$ cat src/rtl/regfile_pkg.sv
// Shared widths and requester indices for the regfile writeback arbiter.
package regfile_pkg;

    localparam int DATA_W_DEF = 32;
    localparam int ADDR_W_DEF = 5;

    localparam logic REQ_ALU = 1'b0;
    localparam logic REQ_MDV = 1'b1;

endpackage : regfile_pkg

$ cat src/rtl/wb_hold_slot.sv
// Single-entry holding register for one writeback requester.
// A load refills the entry; otherwise a clear empties it.
module wb_hold_slot #(
    parameter int DATA_W = 32,
    parameter int ADDR_W = 5
) (
    input  logic              clk,
    input  logic              clr_n,
    input  logic              load_i,
    input  logic              clear_i,
    input  logic [ADDR_W-1:0] addr_i,
    input  logic [DATA_W-1:0] data_i,
    output logic              valid_o,
    output logic [ADDR_W-1:0] addr_o,
    output logic [DATA_W-1:0] data_o
);

    logic              valid_q, valid_d;
    logic [ADDR_W-1:0] addr_q;
    logic [DATA_W-1:0] data_q;

    // Load wins over clear so a granted slot can refill on the same edge.
    always_comb begin
        valid_d = valid_q;
        if (load_i) begin
            valid_d = 1'b1;
        end else if (clear_i) begin
            valid_d = 1'b0;
        end
    end

    // NOTE: sequential state uses non-blocking assignments so every flop samples pre-edge values.
    // NOTE: addr/data are reset too, so a reset leaves no stale payload that could leak to the write port.
    always_ff @(posedge clk or negedge clr_n) begin
        if (!clr_n) begin
            valid_q <= 1'b0;
            addr_q  <= '0;
            data_q  <= '0;
        end else begin
            valid_q <= valid_d;
            if (load_i) begin
                addr_q <= addr_i;
                data_q <= data_i;
            end
        end
    end

    assign valid_o = valid_q;
    assign addr_o  = addr_q;
    assign data_o  = data_q;

endmodule : wb_hold_slot

$ cat src/rtl/regfile_wb_arbiter.sv
// Two-requester (ALU, multdiv) writeback arbiter onto a single regfile write port,
// with one holding entry per requester, round-robin grant and a pending-register mask.
module regfile_wb_arbiter
    import regfile_pkg::*;
#(
    parameter int DATA_W = DATA_W_DEF,
    parameter int ADDR_W = ADDR_W_DEF
) (
    input  logic                 clk,
    input  logic                 clr_n,
    input  logic                 a_valid,
    output logic                 a_ready,
    input  logic [ADDR_W-1:0]    a_addr,
    input  logic [DATA_W-1:0]    a_data,
    input  logic                 m_valid,
    output logic                 m_ready,
    input  logic [ADDR_W-1:0]    m_addr,
    input  logic [DATA_W-1:0]    m_data,
    output logic                 ctrl_writeEnable,
    output logic [ADDR_W-1:0]    ctrl_writeReg,
    output logic [DATA_W-1:0]    data_writeReg,
    output logic [2**ADDR_W-1:0] pending
);

    logic              held_a, held_m;
    logic [ADDR_W-1:0] hold_addr_a, hold_addr_m;
    logic [DATA_W-1:0] hold_data_a, hold_data_m;
    logic              gnt_a, gnt_m;
    logic              load_a, load_m;
    logic              rr_q, rr_d;

    // rr_q names the requester favoured when both entries are held.
    always_comb begin
        gnt_a = held_a & (~held_m | (rr_q == REQ_ALU));
        gnt_m = held_m & (~held_a | (rr_q == REQ_MDV));
    end

    // Ready is forced low while clr_n is asserted; otherwise a draining slot may refill.
    assign a_ready = clr_n & (~held_a | gnt_a);
    assign m_ready = clr_n & (~held_m | gnt_m);

    // Writes to register zero are accepted but never stored.
    assign load_a = a_valid & a_ready & (a_addr != '0);
    assign load_m = m_valid & m_ready & (m_addr != '0);

    wb_hold_slot #(.DATA_W(DATA_W), .ADDR_W(ADDR_W)) u_slot_alu (
        .clk     (clk),
        .clr_n   (clr_n),
        .load_i  (load_a),
        .clear_i (gnt_a),
        .addr_i  (a_addr),
        .data_i  (a_data),
        .valid_o (held_a),
        .addr_o  (hold_addr_a),
        .data_o  (hold_data_a)
    );

    wb_hold_slot #(.DATA_W(DATA_W), .ADDR_W(ADDR_W)) u_slot_mdv (
        .clk     (clk),
        .clr_n   (clr_n),
        .load_i  (load_m),
        .clear_i (gnt_m),
        .addr_i  (m_addr),
        .data_i  (m_data),
        .valid_o (held_m),
        .addr_o  (hold_addr_m),
        .data_o  (hold_data_m)
    );

    // NOTE: every combinational output gets a default first so no latch is inferred.
    always_comb begin
        ctrl_writeEnable = gnt_a | gnt_m;
        ctrl_writeReg    = '0;
        data_writeReg    = '0;
        if (gnt_a) begin
            ctrl_writeReg = hold_addr_a;
            data_writeReg = hold_data_a;
        end else if (gnt_m) begin
            ctrl_writeReg = hold_addr_m;
            data_writeReg = hold_data_m;
        end
    end

    always_comb begin
        pending = '0;
        if (held_a) pending[hold_addr_a] = 1'b1;
        if (held_m) pending[hold_addr_m] = 1'b1;
    end

    always_comb begin
        rr_d = rr_q;
        if (gnt_a) begin
            rr_d = REQ_MDV;
        end else if (gnt_m) begin
            rr_d = REQ_ALU;
        end
    end

    always_ff @(posedge clk or negedge clr_n) begin
        if (!clr_n) begin
            rr_q <= REQ_ALU;
        end else begin
            rr_q <= rr_d;
        end
    end

endmodule : regfile_wb_arbiter

$ cat config.mk
export PLATFORM = sky130hd
export DESIGN_NAME = regfile_wb_arbiter
export DESIGN_NICKNAME = d
export VERILOG_FILES = /design/src/rtl/regfile_pkg.sv /design/src/rtl/wb_hold_slot.sv /design/src/rtl/regfile_wb_arbiter.sv
export SDC_FILE = /design/constraint.sdc
export NUM_CORES = 1
export LEC_CHECK = 0
export ABC_AREA = 1
export BUFFER_PORTS_ARGS = -buffer_cell sky130_fd_sc_hd__buf_2
export CORE_MARGIN = 4
export CORE_UTILIZATION = 50
export DETAILED_ROUTE_END_ITERATION = 16
export PLACE_DENSITY = 0.8
export SLEW_MARGIN = 40
export SYNTH_ARGS = -nofsm -noshare
export SYNTH_HDL_FRONTEND = slang
export SYNTH_SLANG_ARGS = --single-unit
$ cat constraint.sdc
create_clock -name clk -period 4.2 [get_ports clk]
set_clock_uncertainty 0.1 [all_clocks]
set_input_delay 0.21 -clock clk [delete_from_list [all_inputs] [get_ports clk]]
set_output_delay 0.21 -clock clk [all_outputs]
set_load 0.05 [all_outputs]
==> results by group <==
Clock network
  – CTS tree: done
  – Clk slew on worst S/H paths: 0.08 ns
  – Num CTS Buffers: 9
  – Clk_lat worst skew: 0.35 ns
  – Root buffer selected by CTS: clkbuf_8
  – H-Tree Depth: 3
  – CTS Sinks: 77
  – Clock tree buffer depth: 2

Routing
  – Vias per cell: 5.65
  – Initial DRC Count: 480
  – DRT Pass-1 Iters: 5
  – Drc violations: 0
  – Antenna viol nets, final: 0
  – DR WL/cell: 15.8 um
  – Via Count: 4903
  – DRT Wirelength: 13700 um

Place
  – IO buf count: 149
  – Routability Congestion: 0.914
  – Pre-CTS WS: 1.19 ns
  – Hpwl dp: 8950 um

Worst setup path
  – Crit path largest cell delay: 0.73 ns
  – Maximum fanout along the worst path: 24
  – WP depth: 6
  – Kind of critical path: reg2out
  – R2R Path End: u_slot_alu.data_o[29]
  – R2R depth: 7
  – Critical Path, Cell by Cell: buf_4 -> nand2_1 -> buf_4 -> nand3_1 -> nand2_1 -> buf_2
  – Bufs and invs on worst path: 3
  – CP Data Required Time: 3.89 ns
  – Reg-to-reg critical path startpoint: u_slot_mdv.valid_o
  – CP endpoint kind: primary output
  – Critical path's slowest cell: dfrtp_1
  – Flop2flop setup slack: 1.55 ns
  – Data arrival time of the worst path: 2.78 ns
  – Setup crit start: u_slot_alu.valid_o
  – Crit path launch type: flip-flop
  – Cell family with most CP delay: buffers and inverters

Yosys
  – Xor and xnor fraction of the mapped netlist area: 0
  – YS warnings: 0
  – Adder-cell share of the synthesized area: 0
  – Synth Instances: 567
  – Top_reg_cell synth: dfrtp_1
  – Netlist Area Pre-Place: 0.00421 mm^2
  – Largest family of logic cells by synthesized area: simple AND/OR/NAND/NOR gates
  – #FFs+latches synth: 77
  – Compound-gate portion of the synthesized area: 0.0917
  – Post-synth EDFFs: 0
  – Synthesized Nets: 645
  – Avg Cell Area, Syn: 7.43 um^2
  – Synth Area in Simple Gates: 0.379
  – Seq/Total Area, Yosys: 0.457
  – Ys async rst share: 1.00
  – Synth unique cells: 23
  – Multiplexer share of the synthesized area: 0

Global route
  – Remaining Overflow, GRT: 0
  – Pin count of the biggest net entering global routing: 62
  – Initial antenna violation count: 0
  – First-pass GRT wire length: 22200 um
  – Vias in the first global route: 4759
  – Gr usage total: 0.277

Timing
  – Tcrit/Tclk final: 0.736
  – Final TNS setup: 0 ns
  – Crit path time final: 3.09 ns
  – Unrepaired setup endpoints after global routing: false
  – Final Hold Vio Count: 0
  – Setup-failing EPs final: 0
  – Max Freq: 0.324 GHz
  – Final Slew Violations: 0
  – Worst Tran Pin Value: 0.756 ns
  – Slew margin rel.: 0.494
  – Fin worst setup slack: 1.11 ns
  – Hold WS: 0.0145 ns

Power
  – Worst vdd ir: 0.290 mV
  – Leak pwr: 3.13 nW
  – Power Density: 382 mW/mm^2
  – Total Power: 2.22 mW

Finish
  – Nets@finish: 836
  – Commonest non-fill, non-tap cell in the layout: nand2_1
  – Fillers: 635
  – Area occupied by multi-input gates: 0.00199 mm^2
  – Most frequent cells in the layout: nand2_1 (220), buf_2 (148), nand3_1 (114), dfrtp_1 (77), dlygate4sd3_1 (61)
  – N_diodes: 0
  – Layout cells sized above 1: 0.245
  – Synth-to-Final Area Change: 37.6%
  – FF+latch area: 0.00193 mm^2

Die
  – Die outline width: 99.8 um
  – DIE HEIGHT: 99.8 um
  – Die area: 0.00996 mm^2
  – Starting Density: 0.513
  – Io pins: 150
  – Core Rows: 33
  – Core Box Area: 0.00822 mm^2

Hold path
  – Worst min path class: in2reg
  – Min-Delay Path Depth: 3
  – Hold path start: a_data[5]
  – Worst Hold Path EP: u_slot_alu.data_o[5]

Status
  – Status: finished clean

Flow run
  – Max cap viols: 0
## worst max-delay path by stage
stage,slack [ns],end
2_1_floorplan,1.97,pending[23]
3_3_place_gp,1.35,u_slot_alu.data_o[15]
3_5_place_dp,1.19,u_slot_alu.data_o[29]
4_1_cts,1.17,u_slot_alu.data_o[29]
5_1_grt,0.98,data_writeReg[2]
6_report,1.11,data_writeReg[2]
## metrics by stage
stage	instances	utilization	cell area, um^2
after floorplan	567	-	4210
final	868	0.706	5800
after global routing	868	0.706	5800
after CTS	867	0.703	5770
after global placement	789	0.597	4910
after detailed placement	790	0.601	4940
## metal layers
layer / GRT usage / part of all wire / up-vias
met5: 0 / 0 / -
met4: 0.146 / 0.038 / 0
met3: 0.0514 / 0.088 / 58
met2: 0.454 / 0.49 / 292
met1: 0.348 / 0.38 / 2289
li1: - / - / 2264
## cell type report
class                      count  area share
clock buffer                  11      0.0244
clock inverter                 5      0.0145
inverter                      19      0.0123
multi-input combinational    434       0.344
sequential                    77       0.332
tap                          105      0.0226
timing repair buffer         217       0.250
## sequential cells by signal, indices dropped and copies added (netlist names)
| register | count |
|---|---|
| rr_q | 1 |
| u_slot_mdv.addr_o | 5 |
| u_slot_mdv.data_o | 32 |
| u_slot_alu.data_o | 32 |
| u_slot_alu.addr_o | 5 |
| u_slot_alu.valid_o | 1 |
| u_slot_mdv.valid_o | 1 |
## synthesized netlist by cell type (2+ instances only)
cell type  number  area share
nand3_2         2      0.0048
o21ai_0        47       0.056
nor3_1          8      0.0095
inv_2           2      0.0018
nor2_1          3      0.0027
buf_6           7       0.019
nand3_1       114        0.14
buf_4           8       0.014
dfrtp_1        77        0.46
nor3_4          3       0.012
buf_1           4      0.0036
nand2_2         2      0.0030
clkbuf_1       10      0.0089
o22ai_1         5      0.0074
o21ai_1        24       0.029
nand2_1       221        0.20
buf_2           8      0.0095
inv_1          17       0.015
## power by group
| part | switching [mW] | internal, mW | leakage (nW) |
|---|---|---|---|
| combinational | 0.463 | 0.195 | 2.07 |
| sequential | 0.0847 | 0.847 | 0.954 |
| clock | 0.276 | 0.352 | 0.106 |
## repair_timing
| item | in CTS | in global routing |
|---|---|---|
| hold endpoints to repair | 76 | 0 |
| setup buffers | 0 | 0 |
| resized for setup | 0 | 0 |
| hold buffers | 61 | 0 |
| endpoints found under the setup margin | 0 | 0 |
## kinds of logic after synthesis
family | count (synthesis)
buf+inv | 56
simple gates | 358
flops | 77
compound gates | 76
## worst reg2reg max path, cell delays in order, from the launching register on
cell and delay [ns]:
dfrtp_1 0.64, buf_4 0.35, nand3_2 0.12, nand2_2 0.08, nor2_4 0.37, nand2_2 0.56, nand2_1 0.25, nand2_1 0.07
(Power assumes the default switching activity.)
